==> config.mk <==
export PLATFORM = sky130hd
export DESIGN_NAME = scalar_bank_arb_flat
export DESIGN_NICKNAME = d
export VERILOG_FILES = /design/src/rtl/scalar_bank_arb.sv /design/src/rtl/scalar_bank_arb_if.sv /design/src/flat_wrapper.sv
export SDC_FILE = /design/constraint.sdc
export NUM_CORES = 1
export LEC_CHECK = 0
export BUFFER_PORTS_ARGS = -buffer_cell sky130_fd_sc_hd__buf_4
export CORE_AREA = 2 2 197 199
export CTS_CLUSTER_SIZE = 8
export DETAILED_ROUTE_END_ITERATION = 7
export DIE_AREA = 0 0 199 201
export PLACE_DENSITY = 0.5
export SYNTH_ARGS = -nofsm -noshare
export SYNTH_HDL_FRONTEND = slang
export SYNTH_SLANG_ARGS = --single-unit
==> constraint.sdc <==
create_clock -name clk -period 6.19 [get_ports clk]
set_input_delay 0.3095 -clock clk [delete_from_list [all_inputs] [get_ports clk]]
set_output_delay 0.3095 -clock clk [all_outputs]
set_load 0.005 [all_outputs]
==> src/rtl/scalar_bank_arb.sv <==
// scalar_bank_arb: round-robin arbiter sharing one dual-port
// scalar bank among NREQ requesters, 1-cycle read return.
package xmem_param_pkg;
  localparam int XMEM_AW = 16;
endpackage

module scalar_bank_arb
  import xmem_param_pkg::*;
#(
  parameter int NREQ = 4,
  parameter int DW   = 32
) (
  input  logic               clk,
  input  logic               rst,
  scalar_bank_arb_if.slave   rq,
  output logic               bk_we0,
  output logic               bk_we1,
  output logic [1:0]         bk_len0,
  output logic [1:0]         bk_len1,
  output logic [XMEM_AW-1:0] bk_adr0,
  output logic [XMEM_AW-1:0] bk_adr1,
  output logic [DW-1:0]      bk_din0,
  output logic [DW-1:0]      bk_din1,
  input  logic [DW-1:0]      bk_dout0,
  input  logic [DW-1:0]      bk_dout1
);
  localparam int PW = $clog2(NREQ);
  localparam logic [PW:0] NR = (PW+1)'(NREQ);
  localparam logic [PW-1:0] LAST = PW'(NREQ-1);

  logic [PW-1:0] rr_q, rr_d;
  logic [PW-1:0] own0_q, own0_d;
  logic [PW-1:0] own1_q, own1_d;
  logic          rd0_q, rd0_d;
  logic          rd1_q, rd1_d;

  logic          v0, v1;
  logic [PW-1:0] p0, p1;
  logic [PW-1:0] lastg;

  // Scan from rr_q with wrap: first hit to port 0,
  // next hit not clashing on the same word to port 1
  always_comb begin
    logic [PW:0]   sum;
    logic [PW-1:0] idx;
    logic          clash;
    v0    = 1'b0;
    v1    = 1'b0;
    p0    = '0;
    p1    = '0;
    sum   = '0;
    idx   = '0;
    clash = 1'b0;
    for (int k = 0; k < NREQ; k++) begin
      sum = {1'b0, rr_q} + (PW+1)'(k);
      if (sum >= NR) sum = sum - NR;
      idx = sum[PW-1:0];
      clash = (rq.req_adr[p0][XMEM_AW-1:2] ==
               rq.req_adr[idx][XMEM_AW-1:2]) &&
              (rq.req_we[p0] | rq.req_we[idx]);
      if (!rst && rq.req[idx]) begin
        if (!v0) begin
          v0 = 1'b1;
          p0 = idx;
        end else if (!v1 && !clash) begin
          v1 = 1'b1;
          p1 = idx;
        end
      end
    end
  end

  // Same-cycle grant vector, one bit per winner
  always_comb begin
    rq.gnt = '0;
    if (v0) rq.gnt[p0] = 1'b1;
    if (v1) rq.gnt[p1] = 1'b1;
  end

  // Route winning request fields to bank ports; idle port is zero
  always_comb begin
    bk_we0  = 1'b0;
    bk_len0 = '0;
    bk_adr0 = '0;
    bk_din0 = '0;
    bk_we1  = 1'b0;
    bk_len1 = '0;
    bk_adr1 = '0;
    bk_din1 = '0;
    if (v0) begin
      bk_we0  = rq.req_we[p0];
      bk_len0 = rq.req_len[p0];
      bk_adr0 = rq.req_adr[p0];
      bk_din0 = rq.req_din[p0];
    end
    if (v1) begin
      bk_we1  = rq.req_we[p1];
      bk_len1 = rq.req_len[p1];
      bk_adr1 = rq.req_adr[p1];
      bk_din1 = rq.req_din[p1];
    end
  end

  // Pointer moves past the last winner; remember read owners
  always_comb begin
    lastg  = v1 ? p1 : p0;
    rr_d   = rr_q;
    if (v0) rr_d = (lastg == LAST) ? '0 : lastg + 1'b1;
    own0_d = p0;
    own1_d = p1;
    rd0_d  = v0 & ~rq.req_we[p0];
    rd1_d  = v1 & ~rq.req_we[p1];
  end

  // Return bank data to the requester that owned each port
  always_comb begin
    rq.rvalid = '0;
    rq.rdata  = '0;
    if (rd0_q && !rst) begin
      rq.rvalid[own0_q] = 1'b1;
      rq.rdata[own0_q]  = bk_dout0;
    end
    if (rd1_q && !rst) begin
      rq.rvalid[own1_q] = 1'b1;
      rq.rdata[own1_q]  = bk_dout1;
    end
  end

  // State registers, synchronous reset
  always_ff @(posedge clk) begin
    if (rst) begin
      rr_q   <= '0;
      own0_q <= '0;
      own1_q <= '0;
      rd0_q  <= 1'b0;
      rd1_q  <= 1'b0;
    end else begin
      rr_q   <= rr_d;
      own0_q <= own0_d;
      own1_q <= own1_d;
      rd0_q  <= rd0_d;
      rd1_q  <= rd1_d;
    end
  end
endmodule

==> src/rtl/scalar_bank_arb_if.sv <==
// scalar_bank_arb_if: requester-side bus of the scalar bank arbiter.
// Per-requester request fields in, grant and read return out.
interface scalar_bank_arb_if #(
  parameter int NREQ = 4,
  parameter int DW   = 32,
  parameter int AW   = 16
);
  logic [NREQ-1:0]         req;
  logic [NREQ-1:0]         req_we;
  logic [NREQ-1:0][1:0]    req_len;
  logic [NREQ-1:0][AW-1:0] req_adr;
  logic [NREQ-1:0][DW-1:0] req_din;
  logic [NREQ-1:0]         gnt;
  logic [NREQ-1:0]         rvalid;
  logic [NREQ-1:0][DW-1:0] rdata;

  modport master (
    output req, req_we, req_len, req_adr, req_din,
    input  gnt, rvalid, rdata
  );

  modport slave (
    input  req, req_we, req_len, req_adr, req_din,
    output gnt, rvalid, rdata
  );
endinterface

==> src/flat_wrapper.sv <==
// flat-port wrapper written by rule: the top's interface ports become plain ports
module scalar_bank_arb_flat import xmem_param_pkg::*;
#(
  parameter int NREQ = 4,
  parameter int DW   = 32
)
  (clk, rst, bk_we0, bk_we1, bk_len0, bk_len1, bk_adr0, bk_adr1, bk_din0, bk_din1, bk_dout0, bk_dout1, rq_req, rq_req_we, rq_req_len, rq_req_adr, rq_req_din, rq_gnt, rq_rvalid, rq_rdata);
  scalar_bank_arb_if #(.NREQ(NREQ), .DW(DW), .AW((XMEM_AW))) rq_i ();
  input  logic clk;
  input  logic rst;
  output logic bk_we0;
  output logic bk_we1;
  output logic [1:0] bk_len0;
  output logic [1:0] bk_len1;
  output logic [XMEM_AW-1:0] bk_adr0;
  output logic [XMEM_AW-1:0] bk_adr1;
  output logic [DW-1:0] bk_din0;
  output logic [DW-1:0] bk_din1;
  input  logic [DW-1:0] bk_dout0;
  input  logic [DW-1:0] bk_dout1;
  input wire logic [$bits(rq_i.req)-1:0] rq_req;
  input wire logic [$bits(rq_i.req_we)-1:0] rq_req_we;
  input wire logic [$bits(rq_i.req_len)-1:0] rq_req_len;
  input wire logic [$bits(rq_i.req_adr)-1:0] rq_req_adr;
  input wire logic [$bits(rq_i.req_din)-1:0] rq_req_din;
  output wire logic [$bits(rq_i.gnt)-1:0] rq_gnt;
  output wire logic [$bits(rq_i.rvalid)-1:0] rq_rvalid;
  output wire logic [$bits(rq_i.rdata)-1:0] rq_rdata;
  assign rq_i.req = rq_req;
  assign rq_i.req_we = rq_req_we;
  assign rq_i.req_len = rq_req_len;
  assign rq_i.req_adr = rq_req_adr;
  assign rq_i.req_din = rq_req_din;
  assign rq_gnt = rq_i.gnt;
  assign rq_rvalid = rq_i.rvalid;
  assign rq_rdata = rq_i.rdata;
  scalar_bank_arb #(.NREQ(NREQ), .DW(DW)) u_core (.clk(clk), .rst(rst), .rq(rq_i), .bk_we0(bk_we0), .bk_we1(bk_we1), .bk_len0(bk_len0), .bk_len1(bk_len1), .bk_adr0(bk_adr0), .bk_adr1(bk_adr1), .bk_din0(bk_din0), .bk_din1(bk_din1), .bk_dout0(bk_dout0), .bk_dout1(bk_dout1));
endmodule
### After elaboration in Yosys (flattened, before gate mapping)

Index checks and enable logic that the tools add are counted.

* input port bits: 274
* word-level logic and storage cells: 176
* output and inout port bits: 238
* flip-flop bits (word level): 8

* reductions and logical operators: 20
* magnitude comparators: 19
* bitwise logic cells: 10
* $add $sub $neg: 8
* equal/unequal tests: 4
* mux-type cells: 110

Operators by type and width (count)
* 16-bit binary-select mux with 2-bit select: 8
* 128-bit 2-to-1 mux: 2
* 32-bit 2-to-1 mux: 6
* 16-bit 2-to-1 mux: 10
* 128-bit AND: 1
* 32-bit binary-select mux with 2-bit select: 2
* 128-bit bitwise mux: 1
* 32-bit demux with 2-bit select: 2
* 2-bit 2-to-1 mux: 26
* 14-bit == test: 3
* 2-bit by 3-bit less-than comparator with 1-bit output, second input constant: 11
* 1-bit 2-to-1 mux: 31
* 1-bit binary-select mux with 2-bit select: 12
* 4-bit 2-to-1 mux: 4
* 1-bit logical AND: 15
* 3-bit greater-or-equal comparator, second input constant: 3
* 2-bit binary-select mux with 2-bit select: 2
* 1-bit demux with 2-bit select: 4
* 2-bit by 1-bit greater-or-equal comparator with 1-bit output, second input constant: 4
* 4-bit OR: 2
* 2-bit by 1-bit subtractor with 2-bit output, second input constant: 4
* 2-bit by 2-bit adder with 3-bit output, second input constant: 2
* 1-bit logical NOT: 5
* 2-bit by 1-bit adder with 3-bit output, second input constant: 1
* 6 further kinds: 10

### Depth between registers and ports, before layout

* depth after elaboration: 29
* mapped depth: 28

### Worst setup path after synthesis

No wires, ideal clock.

* kind: flip-flop to output port
* start point: register u_core.rr_q[0]
* end point: output bk_adr1[10]
* data required time: 5.880 ns
* buffers on the path: 11
* stages on the path, launching flop included: 29
* setup slack: 0.317 ns
* arrival time: 5.564 ns
* path through: dfxtp_1 -> buf_6 -> buf_6 -> buf_6 -> buf_2 -> buf_4 -> nand2_1 -> o21ai_0 -> nor2_1 -> a211oi_1 -> ha_1 -> buf_2 -> buf_2 -> buf_2 -> clkbuf_1 -> nand2_1 -> a211oi_1 -> nor3_1 -> nor4b_1 -> nand4_1 -> o221ai_2 -> nand4_1 -> o21ai_1 -> nand4_1 -> a32oi_1 -> buf_4 -> buf_6 -> mux4_2 -> and2b_1

* cells in the longest elaborated chain, start to end: 26

Ends and longest elaborated chain
* start, declared: RTL line scalar_bank_arb.sv:31 `logic [PW-1:0] rr_q, rr_d;`
* start signal, assigned: RTL line scalar_bank_arb.sv:138 `rr_q <= rr_d;`
* 2-bit by 3-bit greater-or-equal comparator with 1-bit output or 2-bit by 1-bit subtractor with 2-bit output (tied branches): RTL line scalar_bank_arb.sv:56 `if (sum >= NR) sum = sum - NR;`
* 2-bit 2-to-1 mux: RTL line scalar_bank_arb.sv:56
* 1-bit binary-select mux with 2-bit select: RTL line scalar_bank_arb.sv:61 `if (!rst && rq.req[idx]) begin`
* 1-bit 2-to-1 mux (implied by the code): RTL line scalar_bank_arb.sv:61
* 1-bit logical AND: RTL line scalar_bank_arb.sv:61
* 2-bit 2-to-1 mux: RTL line scalar_bank_arb.sv:61
* 16-bit binary-select mux with 2-bit select or 1-bit binary-select mux with 2-bit select (tied branches): RTL line scalar_bank_arb.sv:58, scalar_bank_arb.sv:60
* 16-bit 2-to-1 mux (implied by the code) or 1-bit 2-to-1 mux (tied branches): RTL line scalar_bank_arb.sv:58, scalar_bank_arb.sv:60
* (+10 left out)
* 1-bit logical NOT: RTL line scalar_bank_arb.sv:65 `end else if (!v1 && !clash) begin`
* 1-bit logical AND: RTL line scalar_bank_arb.sv:65
* 2-bit 2-to-1 mux: RTL line scalar_bank_arb.sv:65
* 2-bit 2-to-1 mux: RTL line scalar_bank_arb.sv:62 `if (!v0) begin`
* 2-bit 2-to-1 mux: RTL line scalar_bank_arb.sv:61
* 16-bit binary-select mux with 2-bit select: RTL line scalar_bank_arb.sv:99 `bk_adr1 = rq.req_adr[p1];`
* 16-bit 2-to-1 mux (implied by the code): RTL line scalar_bank_arb.sv:99
* 16-bit 2-to-1 mux *: RTL line scalar_bank_arb.sv:96 `if (v1) begin`
* end, declared: RTL line flat_wrapper.sv:16 `output logic [XMEM_AW-1:0] bk_adr1;`

Mark *: on every way between the ends. The rest lies on a longest branch, timed or not. The select of a mux whose other input is x is not followed.

### Worst setup path after layout

* start point: register u_core.rr_q[0]
* end point: output bk_len1[1]

* cells in the longest elaborated chain, start to end: 26

Ends and longest elaborated chain
* 2-bit by 3-bit greater-or-equal comparator with 1-bit output or 2-bit by 1-bit subtractor with 2-bit output (tied branches): RTL line scalar_bank_arb.sv:56
* 2-bit 2-to-1 mux: RTL line scalar_bank_arb.sv:56
* 1-bit binary-select mux with 2-bit select: RTL line scalar_bank_arb.sv:61
* 1-bit 2-to-1 mux (implied by the code): RTL line scalar_bank_arb.sv:61
* 1-bit logical AND: RTL line scalar_bank_arb.sv:61
* 2-bit 2-to-1 mux: RTL line scalar_bank_arb.sv:61
* 16-bit binary-select mux with 2-bit select or 1-bit binary-select mux with 2-bit select (tied branches): RTL line scalar_bank_arb.sv:58, scalar_bank_arb.sv:60
* 16-bit 2-to-1 mux (implied by the code) or 1-bit 2-to-1 mux (tied branches): RTL line scalar_bank_arb.sv:58, scalar_bank_arb.sv:60
* (+10 left out)
* 1-bit logical NOT: RTL line scalar_bank_arb.sv:65
* 1-bit logical AND: RTL line scalar_bank_arb.sv:65
* 2-bit 2-to-1 mux: RTL line scalar_bank_arb.sv:65
* 2-bit 2-to-1 mux: RTL line scalar_bank_arb.sv:62
* 2-bit 2-to-1 mux: RTL line scalar_bank_arb.sv:61
* 2-bit binary-select mux with 2-bit select: RTL line scalar_bank_arb.sv:98 `bk_len1 = rq.req_len[p1];`
* 2-bit 2-to-1 mux (implied by the code): RTL line scalar_bank_arb.sv:98
* 2-bit 2-to-1 mux *: RTL line scalar_bank_arb.sv:96
* end, declared: RTL line flat_wrapper.sv:14 `output logic [1:0] bk_len1;`

Marked as above.

==> results.yml <==
critical_path:
  path_class: "flop to primary output"
  setup.worst_path.end_class: "primary output"
  critPathArrivalTime_ns: 5.45
  cp.required_ns: 5.88
  critPathLaunchType: "flop"
  path_max_fanout: 29
clock_tree:
  clkSlewWorstSetupHoldPaths_ns: 0.04
  clock-sinks: 8
  postCtsSetupRepairBufs: 0
  numCtsBuffers: 3
  cts_htree_levels: 1
  root_buffer: "clkbuf_16"
  insertion_delay_ns: 0.24
  holdBufCountCts: 0
  clockBufferDepth: 2
  cts.repair.resized: 0
  cts_tree: "built"
logic_synthesis:
  ys_seq_area_share_pct: 1.701
  synthCells: 1033
  ys_seq_elements: 8
  synth_top_area_cell: "mux4_2"
  synth_nets: 1308
  synth_cell_types: 91
  avgSynthCellArea_sq_um: 9.115
  synth_area_sq_um: 9415
  synth_area_leaders: "mux4_2 33%, a22o_1 12%, mux2i_1 3.8%"
  synth-edff-count: 0
  synth_top_area_share_pct: 32.77
  ys.flop_type: "dfxtp_1"
  synth_commonest_cells: "137 x mux4_2, 132 x a22o_1, 62 x clkbuf_1"
  ys_warn_count: 0
  ys_async_sr_fraction_pct: 0
  yosysMostFrequentCell: "mux4_2"
timing:
  period_minus_slack_ns: 5.756
  finalSetupViolations: 0
  max_slew_margin_pct: 48.88
  max_freq_mhz: 173.7
  slew_viol_final: 0
  fin_tns_setup_ns: 0
  worst_pin_slew_ns: 0.7650
  whs_ns: 0.4069
  rsz0062_at_grt: "false"
  final_hold_viol_count: 0
  finalClockSkew_ns: 0.006352
  timing.final.crit_share_pct: 92.99
finish:
  syn_to_final_growth_pct: 51.18
  drive_gt1_share_pct: 52.55
  fin_nets: 1785
grt:
  grt_pass1_wl_mm: 76.73
  antenna_found_initial: 6
  grt_pass1_vias: 11390
  overflow: 0
  grt_max_degree: 57
  grt_usage_pct: 25.31
run_status:
  status: "finished, final reports clean"
floorplan:
  dieArea_sq_um: 40000
  die_x_microns: 199
  die_y_microns: 201
  core_sq_um: 38110
  initial_utilization_pct: 24.71
  ioPinCount: 512
  row_count: 72
power:
  clockPowerShare_pct: 2.7
  p_leak_nw: 6.146
  ir_drop_mv: 0.1631
  p_int_mw: 2.290
  swShare_pct: 45.99
  finalPower_mw: 4.240
  p_seq_share_pct: 2.8
  power.switching_mw: 1.950
  p_comb_share_pct: 94.5
  p_per_area_nw_per_um2: 297.9
route:
  wl_per_cell_microns: 26.23
  vias: 11640
  dr.pass1.iters: 5
  drt_iter0_markers: 900
  routed_via_density: 5.738
  route.detailed.drc: 0
  antenna_left: 0
  finalWirelength_mm: 53.21
flow_run:
  drv_cap: 0
placed_design:
  numPortBuffers: 511
  hpwl_mm: 41.60
  routabilityCongestion: 0.9227
hold_path:
  hp-class: "input port to flop"
## stage by stage
stage	cell area (sq um)	instances	setup slack, ns	util [%]
global placement	14130	2023	0.3556	37.08
floorplan	9415	1033	0.3165	-
finish	14230	2029	0.4338	37.35
detailed placement	14130	2023	0.2893	37.08
global route	14230	2029	0.008556	37.35
CTS	14210	2027	0.1394	37.29
## path summary, 6_finish.rpt
kind                       start             end  slack, ns  depth (start not counted)
setup / recovery  u_core.rr_q[0]      bk_len1[1]       0.43                         17
hold / removal               rst  u_core.rr_q[0]       0.41                          2
setup reg to reg  u_core.rr_q[0]    u_core.rd1_q       1.15                         16
hold reg to reg   u_core.rr_q[0]  u_core.rr_q[0]       0.88                          3
## registers in the layout (all words and copies together), names as in the netlist
register and count:
u_core.own0_q 2, u_core.own1_q 2, u_core.rd0_q 1, u_core.rd1_q 1, u_core.rr_q 2
## critical path, stage by stage (launching register included)
cell,delay [ns]
dfxtp_4,0.46
buf_4,0.39
mux2_4,0.38
a22o_4,0.31
a21oi_4,0.35
buf_4,0.27
mux2i_1,0.24
xnor2_1,0.09
nor4_1,0.40
o2111ai_1,0.27
o21ai_1,0.29
nand4_1,0.18
a32oi_4,0.32
buf_12,0.20
buf_12,0.15
mux4_2,0.51
nor2b_1,0.19
buf_4,0.16
## cells in the final DEF (no fill, tap or decap), drive strengths merged, types with 5 or more instances in the layout
master / synthesis / final
nand4b: 6 / 6
mux2i: 37 / 37
a22oi: 10 / 10
o21a: 10 / 10
nand2: 51 / 51
o21ai: 49 / 49
nor2b: 8 / 8
a2111oi: 7 / 7
a22o: 133 / 133
buf: 56 / 591
and2: 54 / 54
a211o: 7 / 7
o221ai: 5 / 5
and3: 8 / 8
xor2: 7 / 7
nor3: 24 / 24
mux4: 138 / 138
mux2: 16 / 16
or3: 5 / 5
o2111ai: 7 / 7
o31a: 5 / 5
nor2: 39 / 39
and2b: 46 / 46
inv: 24 / 24
a21o: 10 / 10
o22ai: 7 / 7
nand3: 26 / 26
a211oi: 24 / 24
xnor2: 14 / 14
nand4: 12 / 12
nand2b: 33 / 33
a221oi: 8 / 8
a21oi: 23 / 23
dfxtp: 8 / 8
## layer usage
layer	GRT usage, %	up-vias	share of wire [%]
li1	-	5138	-
met1	32.27	5881	40
met2	43.81	553	50
met3	4.368	62	7.1
met4	6.770	8	2.7
met5	0	-	0.092
## final cells by class
| class | instances | area [sq um] |
|---|---|---|
| Timing Repair Buffer | 591 | 4624 |
| Sequential cell | 8 | 165.2 |
| Inverter | 24 | 90.09 |
| Multi-Input combinational cell | 882 | 8622 |
| Clock buffer | 4 | 78.83 |
| Fill cell | 3929 | 23870 |
| Antenna cell | 2 | 5.005 |
| Tap cell | 518 | 648.1 |
## power by group through the flow
stage,combinational [mW],sequential (mW),clock (mW)
finish,4.01,0.118,0.113
global placement,4.00,0.119,0
CTS,4.02,0.118,0.115
global route,4.29,0.126,0.119
floorplan,2.46,0.0851,0
detailed placement,4.00,0.119,0
## kinds of logic after synthesis
| group | count (synthesis) | share of synthesized area (%) |
|---|---|---|
| mux | 191 | 38.98 |
| xor+xnor | 21 | 1.954 |
| flops | 8 | 1.701 |
| buf+inv | 143 | 7.854 |
| fa+ha+maj | 2 | 0.2392 |
| simple gates | 338 | 21.12 |
| compound gates | 330 | 28.16 |
Note: power is estimated with default switching activity, not from simulation.
